## config.mk

```make
export PLATFORM = sky130hd
export DESIGN_NAME = debounce_multi
export DESIGN_NICKNAME = d
export VERILOG_FILES = /design/src/rtl/debounce_pkg.sv /design/src/rtl/debounce_chan.sv /design/src/rtl/debounce_multi.sv
export SDC_FILE = /design/constraint.sdc
export NUM_CORES = 1
export LEC_CHECK = 0
export CAP_MARGIN = 20
export CORE_UTILIZATION = 45
export DETAILED_ROUTE_END_ITERATION = 12
export PLACE_DENSITY_LB_ADDON = 0.1
export RECOVER_POWER = 100
export SYNTH_ARGS = -nofsm -noshare
export SYNTH_HDL_FRONTEND = slang
export SYNTH_HIERARCHICAL = 1
export SYNTH_SLANG_ARGS = --single-unit
```

## constraint.sdc

```tcl
create_clock -name clk -period 1.3 [get_ports clk]
set_input_delay 0.39 -clock clk [delete_from_list [all_inputs] [get_ports clk]]
set_output_delay 0.39 -clock clk [all_outputs]
set_load 0.1 [all_outputs]
```

## src/rtl/debounce_pkg.sv

```systemverilog
// debounce_pkg: default parameters and counter sizing shared by the debounce blocks
package debounce_pkg;
  localparam int DEF_N_CH = 4;
  localparam int DEF_DEBOUNCE_CYCLES = 500;
  localparam int DEF_HOLD_CYCLES = 50_000_000;
  localparam int DEF_REPEAT_CYCLES = 10_000_000;
  // Bits needed to hold any value 0..n
  function automatic int cnt_width(input int n);
    return $clog2(n + 1);
  endfunction
endpackage

```

## src/rtl/debounce_chan.sv

```systemverilog
// debounce_chan: one channel -- synchroniser, debounce counter, level, edge pulses, optional long-press (DEBOUNCE_LONG_PRESS_EN)
module debounce_chan
  import debounce_pkg::*;
#(
  parameter int DEBOUNCE_CYCLES = DEF_DEBOUNCE_CYCLES,
  parameter int HOLD_CYCLES = DEF_HOLD_CYCLES,
  parameter int REPEAT_CYCLES = DEF_REPEAT_CYCLES
) (
  input  logic clk,
  input  logic rst,
  input  logic in,
  output logic level,
  output logic press,
  output logic release_pulse,
  output logic long_press
);
  localparam int CW = cnt_width(DEBOUNCE_CYCLES);
  logic [1:0] sync_ff;
  logic [CW-1:0] cnt;
  logic sync, diff, flip;
  assign sync = sync_ff[1];
  assign diff = sync != level;
  assign flip = diff && cnt == CW'(DEBOUNCE_CYCLES - 1);
  // Synchronise, count disagreeing samples, accept the new level after a full run
  always_ff @(posedge clk) begin
    if (rst) begin
      sync_ff <= '0;
      cnt <= '0;
      level <= 1'b0;
      press <= 1'b0;
      release_pulse <= 1'b0;
    end else begin
      sync_ff <= {sync_ff[0], in};
      cnt <= diff && !flip ? cnt + 1'b1 : '0;
      level <= flip ? sync : level;
      press <= flip && sync;
      release_pulse <= flip && !sync;
    end
  end
`ifdef DEBOUNCE_LONG_PRESS_EN
  localparam int HW = cnt_width(HOLD_CYCLES);
  logic [HW-1:0] hold;
  logic hit;
  assign hit = level && hold == HW'(HOLD_CYCLES - 1);
  // Count held-high cycles; on each hit rewind so the next hit lands REPEAT_CYCLES later
  always_ff @(posedge clk) begin
    if (rst) begin
      hold <= '0;
      long_press <= 1'b0;
    end else begin
      hold <= !level ? '0 : hit ? HW'(HOLD_CYCLES - REPEAT_CYCLES) : hold + 1'b1;
      long_press <= hit;
    end
  end
`else
  // Hold timing is irrelevant without the long-press logic; the output is constant low
  assign long_press = (REPEAT_CYCLES > HOLD_CYCLES) && 1'b0;
`endif
endmodule

```

## src/rtl/debounce_multi.sv

```systemverilog
// debounce_multi: N_CH independent debounced inputs with press/release/long-press pulses (DEBOUNCE_LONG_PRESS_EN enables long_press)
module debounce_multi
  import debounce_pkg::*;
#(
  parameter int N_CH = DEF_N_CH,
  parameter int DEBOUNCE_CYCLES = DEF_DEBOUNCE_CYCLES,
  parameter int HOLD_CYCLES = DEF_HOLD_CYCLES,
  parameter int REPEAT_CYCLES = DEF_REPEAT_CYCLES
) (
  input  logic clk,
  input  logic rst,
  input  logic [N_CH-1:0] in,
  output logic [N_CH-1:0] level,
  output logic [N_CH-1:0] press,
  output logic [N_CH-1:0] release_pulse,
  output logic [N_CH-1:0] long_press
);
  for (genvar g = 0; g < N_CH; g++) begin : g_ch
    debounce_chan #(
      .DEBOUNCE_CYCLES(DEBOUNCE_CYCLES),
      .HOLD_CYCLES(HOLD_CYCLES),
      .REPEAT_CYCLES(REPEAT_CYCLES)
    ) u_chan (
      .clk(clk),
      .rst(rst),
      .in(in[g]),
      .level(level[g]),
      .press(press[g]),
      .release_pulse(release_pulse[g]),
      .long_press(long_press[g])
    );
  end
endmodule

```

Word level (Yosys, flattened, before mapping). Cells that the tools add are included.

Flip-flop bits (word level): 56. Input port bits: 6. Output and inout port bits: 16. Logic and storage cells: 64.

$add $sub $neg: 4. Equality and inequality tests: 8. Bitwise gates (word level): 4. Reductions and logical operators: 28.

Operator list (count): $add 9x1->9 const B (4); $eq 9x9->1 const B (4); $logic_and 1x1->1 (16); $logic_not 1->1 (8); $reduce_or 2->1 (4); $ne 1x1->1 (4); $not 1->1 (4).

Longest topological paths before layout.
Depth in word-level cells: 6. Mapped depth: 5. Gate-level depth less buffers: 4.

Modules after synthesis. The synthesis kept the hierarchy.

By module, submodules not included: debounce_chan (instances 4, cells an instance 62, area each 576.8 um2, seq. area each 280.3 um2).

Least setup slack after synthesis. No wires, ideal clock.

Path kind: register to register. Start point: register g_ch[0].u_chan.level. End point: register g_ch[0].u_chan.press. Setup time: 0.092 ns. Arrival time: 1.629 ns. Required time: 1.208 ns. Slack: -0.421 ns. Cell stages (with the launch flop): 4. Path buffers: 0. Clock period less this slack: 1.721 ns. Cell sequence: dfxtp_1 xor2_1 nand2_1 nor4_1.

Word-level cells in the longest chain between the ends: 3.

Ends and longest elaborated chain: start: declaration (line debounce_chan.sv:12) `output logic level,`; start signal: assignment (line debounce_chan.sv:35) `level <= flip ? sync : level;`; $ne 1x1->1 (line debounce_chan.sv:22) `assign diff = sync != level;`; $logic_and 1x1->1 (line debounce_chan.sv:23) `assign flip = diff && cnt == CW'(DEBOUNCE_CYCLES - 1);`; $logic_and 1x1->1 (line debounce_chan.sv:36) `press <= flip && sync;`; end signal: assignment (line debounce_chan.sv:36); end: declaration (line debounce_chan.sv:13) `output logic press,`.

No other way between the ends. A chain may end at the register's enable or synchronous reset.

Final worst setup path.
Start point: register g_ch[3].u_chan.cnt[0]. End point: register g_ch[3].u_chan.level.

Word-level cells in the longest chain between the ends: 2.

Ends and longest elaborated chain: start: declaration (line debounce_chan.sv:19) `logic [CW-1:0] cnt;`; start signal: assignment (line debounce_chan.sv:34) `cnt <= diff && !flip ? cnt + 1'b1 : '0;`; $eq 9x9->1 (line debounce_chan.sv:23); $logic_and 1x1->1 (line debounce_chan.sv:23); end signal: assignment (line debounce_chan.sv:35); end: declaration (line debounce_chan.sv:12).

No other way between the ends.

==> results.md <==
- Outcome: complete, but fails checks
- Violated checks: negative setup slack
- Min-Delay Path Class: reg -> reg
- Final Cycle Share: 103%
- Rows: 25
- Die Y: roughly 74 um
- Yosys warns: 6
- WL/cell: 12.3 um
- Final min period: around 1.3 ns
- CP endpoint kind: flop
- Port bufs: 17
- Register area share after synthesis: between 40% and 50%
- Total CTS buffers: 5
- Wirelength, routed: around 4700 um
- P_leak: between 1 and 1.5 nW
- Fin area: 3300 um^2
- Placed instance area: between 2000 and 3000 um^2
- Proportion of layout cells with a drive suffix above 1: between 30 and 40%
- First-pass GRT wire length: 7560 um
- H-tree levels: 2
- Final Non-Filler Cells: 385
- Worst vdd ir: approximately 0.00078 V
- Met2 usage: approximately 30%
- Layout Nets: ~330
- Worst reg2reg path depth: 5
- Area Overhead vs Synth: 43.0%
- # Max-Cap Violations: 0
- Clock-pin slew on the worst setup and hold paths: about 0.09 ns
- Max Slew Vio Count: 0
- Hold depth: 1
- Initial Util: a little under half
- CP Launch Type: flop
- Critical path origin: g_ch[3].u_chan/cnt[0]
- CORE AREA: a little under 5000 um^2
- Netlist cell types: 29
- Crit path required time: roughly 1.5 ns
- Final worst slack: -0.0413 ns
- Mapped Area: about 2300 um^2
- Die area: ~5400 um^2
- Worst-Skew Late Latency: about 0.3 ns
- Pwr/cell area: between 900 and 1000 nW/um^2
- Drt initial violations: 94
- #FFs+latches synth: 56
- Vias in the first global route: approximately 1700
- Pre-antenna DRT Iters: 4
- Vias: between 1500 and 2000
- Post-DP HPWL: between 3000 and 4000 um
- CP Max Fanout: 7
- Gpl congestion: 0.787
- TritonCTS clock tree: yes
- CP bufs+invs: 1
- Fmax: 746 MHz
- Worst R2R Setup Slack: -0.04 ns
- Max stage delay on crit path: 0.34 ns
- Initial antenna violation count: 0
- Post-route setup TNS: -0.138 ns
- HP Start: g_ch[2].u_chan/sync_ff[0]
- FF-to-FF End: g_ch[3].u_chan/level
- DR DRC count: 0
- Total Power: approximately 0.0030 W
- Met3 usage: under 10%
- CTS root buffer: clkbuf_8
- Cells after Synth: approximately 250
- Die width: ~74 um
- WHS Endpoint: g_ch[2].u_chan/sync_ff[1]
- # clock sinks: 56
- Arrival @ worst endpoint: 1.58 ns
- Crit path cell chain: ha_2 > nand4bb_1 > buf_6 > or3_1 > a21oi_1
- Delay-heaviest family, CP: simple AND/OR/NAND/NOR gates
- RSZ-0062 raised after global routing: true
- Top-level port count: 22
- Pin count of the biggest net entering global routing: 17
- Worst r2r src: g_ch[3].u_chan/cnt[0]
- Tot GR Track Use: a little under a fifth
- Busiest metal layer after global routing: met2
- Diode count: 0
- GR Overflow Total: 0
- Average size of a mapped cell: 9.30 um^2
- Syn Nets: roughly 260
- DRT antenna net count: 0
- Slowest CP cell: dfxtp_2
- Layout Skew: 0.00545 ns
- Finish-stage setup viols: 7
- Via density: 5.08
- Placed Cells incl. Taps: ~370
- Grt met1 use: between 20% and 30%
- Most frequent cells in the layout: dfxtp_1 (45), buf_4 (45), inv_1 (20)
- CTS max path bufs: 2
- Final hold viol count: 0
- Crit path kind: reg -> reg
[cells in the mapped netlist (all sizes together)]
cell type   n  area, um^2
ha          4        50.1
nand4       8        75.1
nand3      12        60.1
o22ai       4        25.0
nor4        8        50.1
o211ai      4        30.0
a21oi      12        60.1
nor2       20        75.1
dfxtp      56        1120
nand2       8        30.0
o21ai      12        60.1
buf         4        30.0
a311oi      4        35.0
xor2        8        70.1
and3        8        55.1
nor2b       8        50.1
xnor2       8        70.1
conb        4        15.0
a31oi       4        25.0
a21boi      4        30.0
or3         8        50.1
and4        4        35.0
nand4bb     4        45.0
nand4b      4        35.0
inv        20        75.1
clkbuf      4        20.0
a211oi      4        30.0
[worst max-delay path by stage]
stage | end | slack [ns] | cells after the start
finish | g_ch[3].u_chan/level | -0.04 | 5
global route | g_ch[2].u_chan/level | -0.11 | 5
CTS | g_ch[2].u_chan/level | -0.02 | 5
detailed placement | g_ch[2].u_chan/release_pulse | -0.34 | 5
global placement | g_ch[2].u_chan/release_pulse | -0.39 | 5
floorplan | press[0] | 0.001 | 0
[area by class of cell]
cell class	instances	area [um^2]
clock buffer	6	72.6
sequential	56	1140
timing repair buffer	70	637
fill	392	1520
inverter	20	75.1
tap	67	83.8
multi-input combinational	164	1250
clock inverter	2	35.0
[flip-flops by register name, summed over array words and instances (netlist names)]
register / cells
g_ch.u_chan/cnt: 36
g_ch.u_chan/level: 4
g_ch.u_chan/press: 4
g_ch.u_chan/release_pulse: 4
g_ch.u_chan/sync_ff: 8
[timing repair]
item                                    in CTS  in global routing
hold buffers                                 0                  0
pin swaps                                    4                 13
resized for setup                           19                 31
setup buffers                                6                  4
gates cloned                                 0                  0
endpoints found under the setup margin      26                 28
[power by group]
| group | internal, W | total [W] | switching [W] |
|---|---|---|---|
| clock | 0.000572 | 0.00111 | 0.000537 |
| combinational | 0.0000441 | 0.000142 | 0.0000975 |
| sequential | 0.00172 | 0.00173 | 0.0000118 |
[logic make-up after synthesis]
kind of cell	synth area share [%]
buf+inv	5.42
flops	48.6
xor+xnor	6.07
other cells	0.651
fa+ha+maj	2.17
simple gates	24.3
compound gates	12.8
[worst register-to-register path, stage by stage (launching register included)]
cell and delay, ns:
dfxtp_2 0.34, ha_2 0.18, nand4bb_1 0.16, buf_6 0.18
or3_1 0.30, a21oi_1 0.12
[through the flow]
stage | hold WS [ns] | worst slack [ns] | utilization [%]
final | 0.440 | -0.0413 | 68.5
after global placement | 0.416 | -0.390 | 61.9
after floorplan | 0.414 | 0.00102 | -
after CTS | 0.446 | -0.0224 | 67.1
after detailed placement | 0.424 | -0.344 | 61.9
after global routing | 0.463 | -0.107 | 68.5
[routing by layer]
metal  routed length (um)  vias to the layer above
li1                     -                     1016
met1                 2210                      904
met2                 2340                       32
met3                  127                        5
met4                   66                        0
met5                    0                        -
Note: power is estimated with default switching activity, not from simulation.
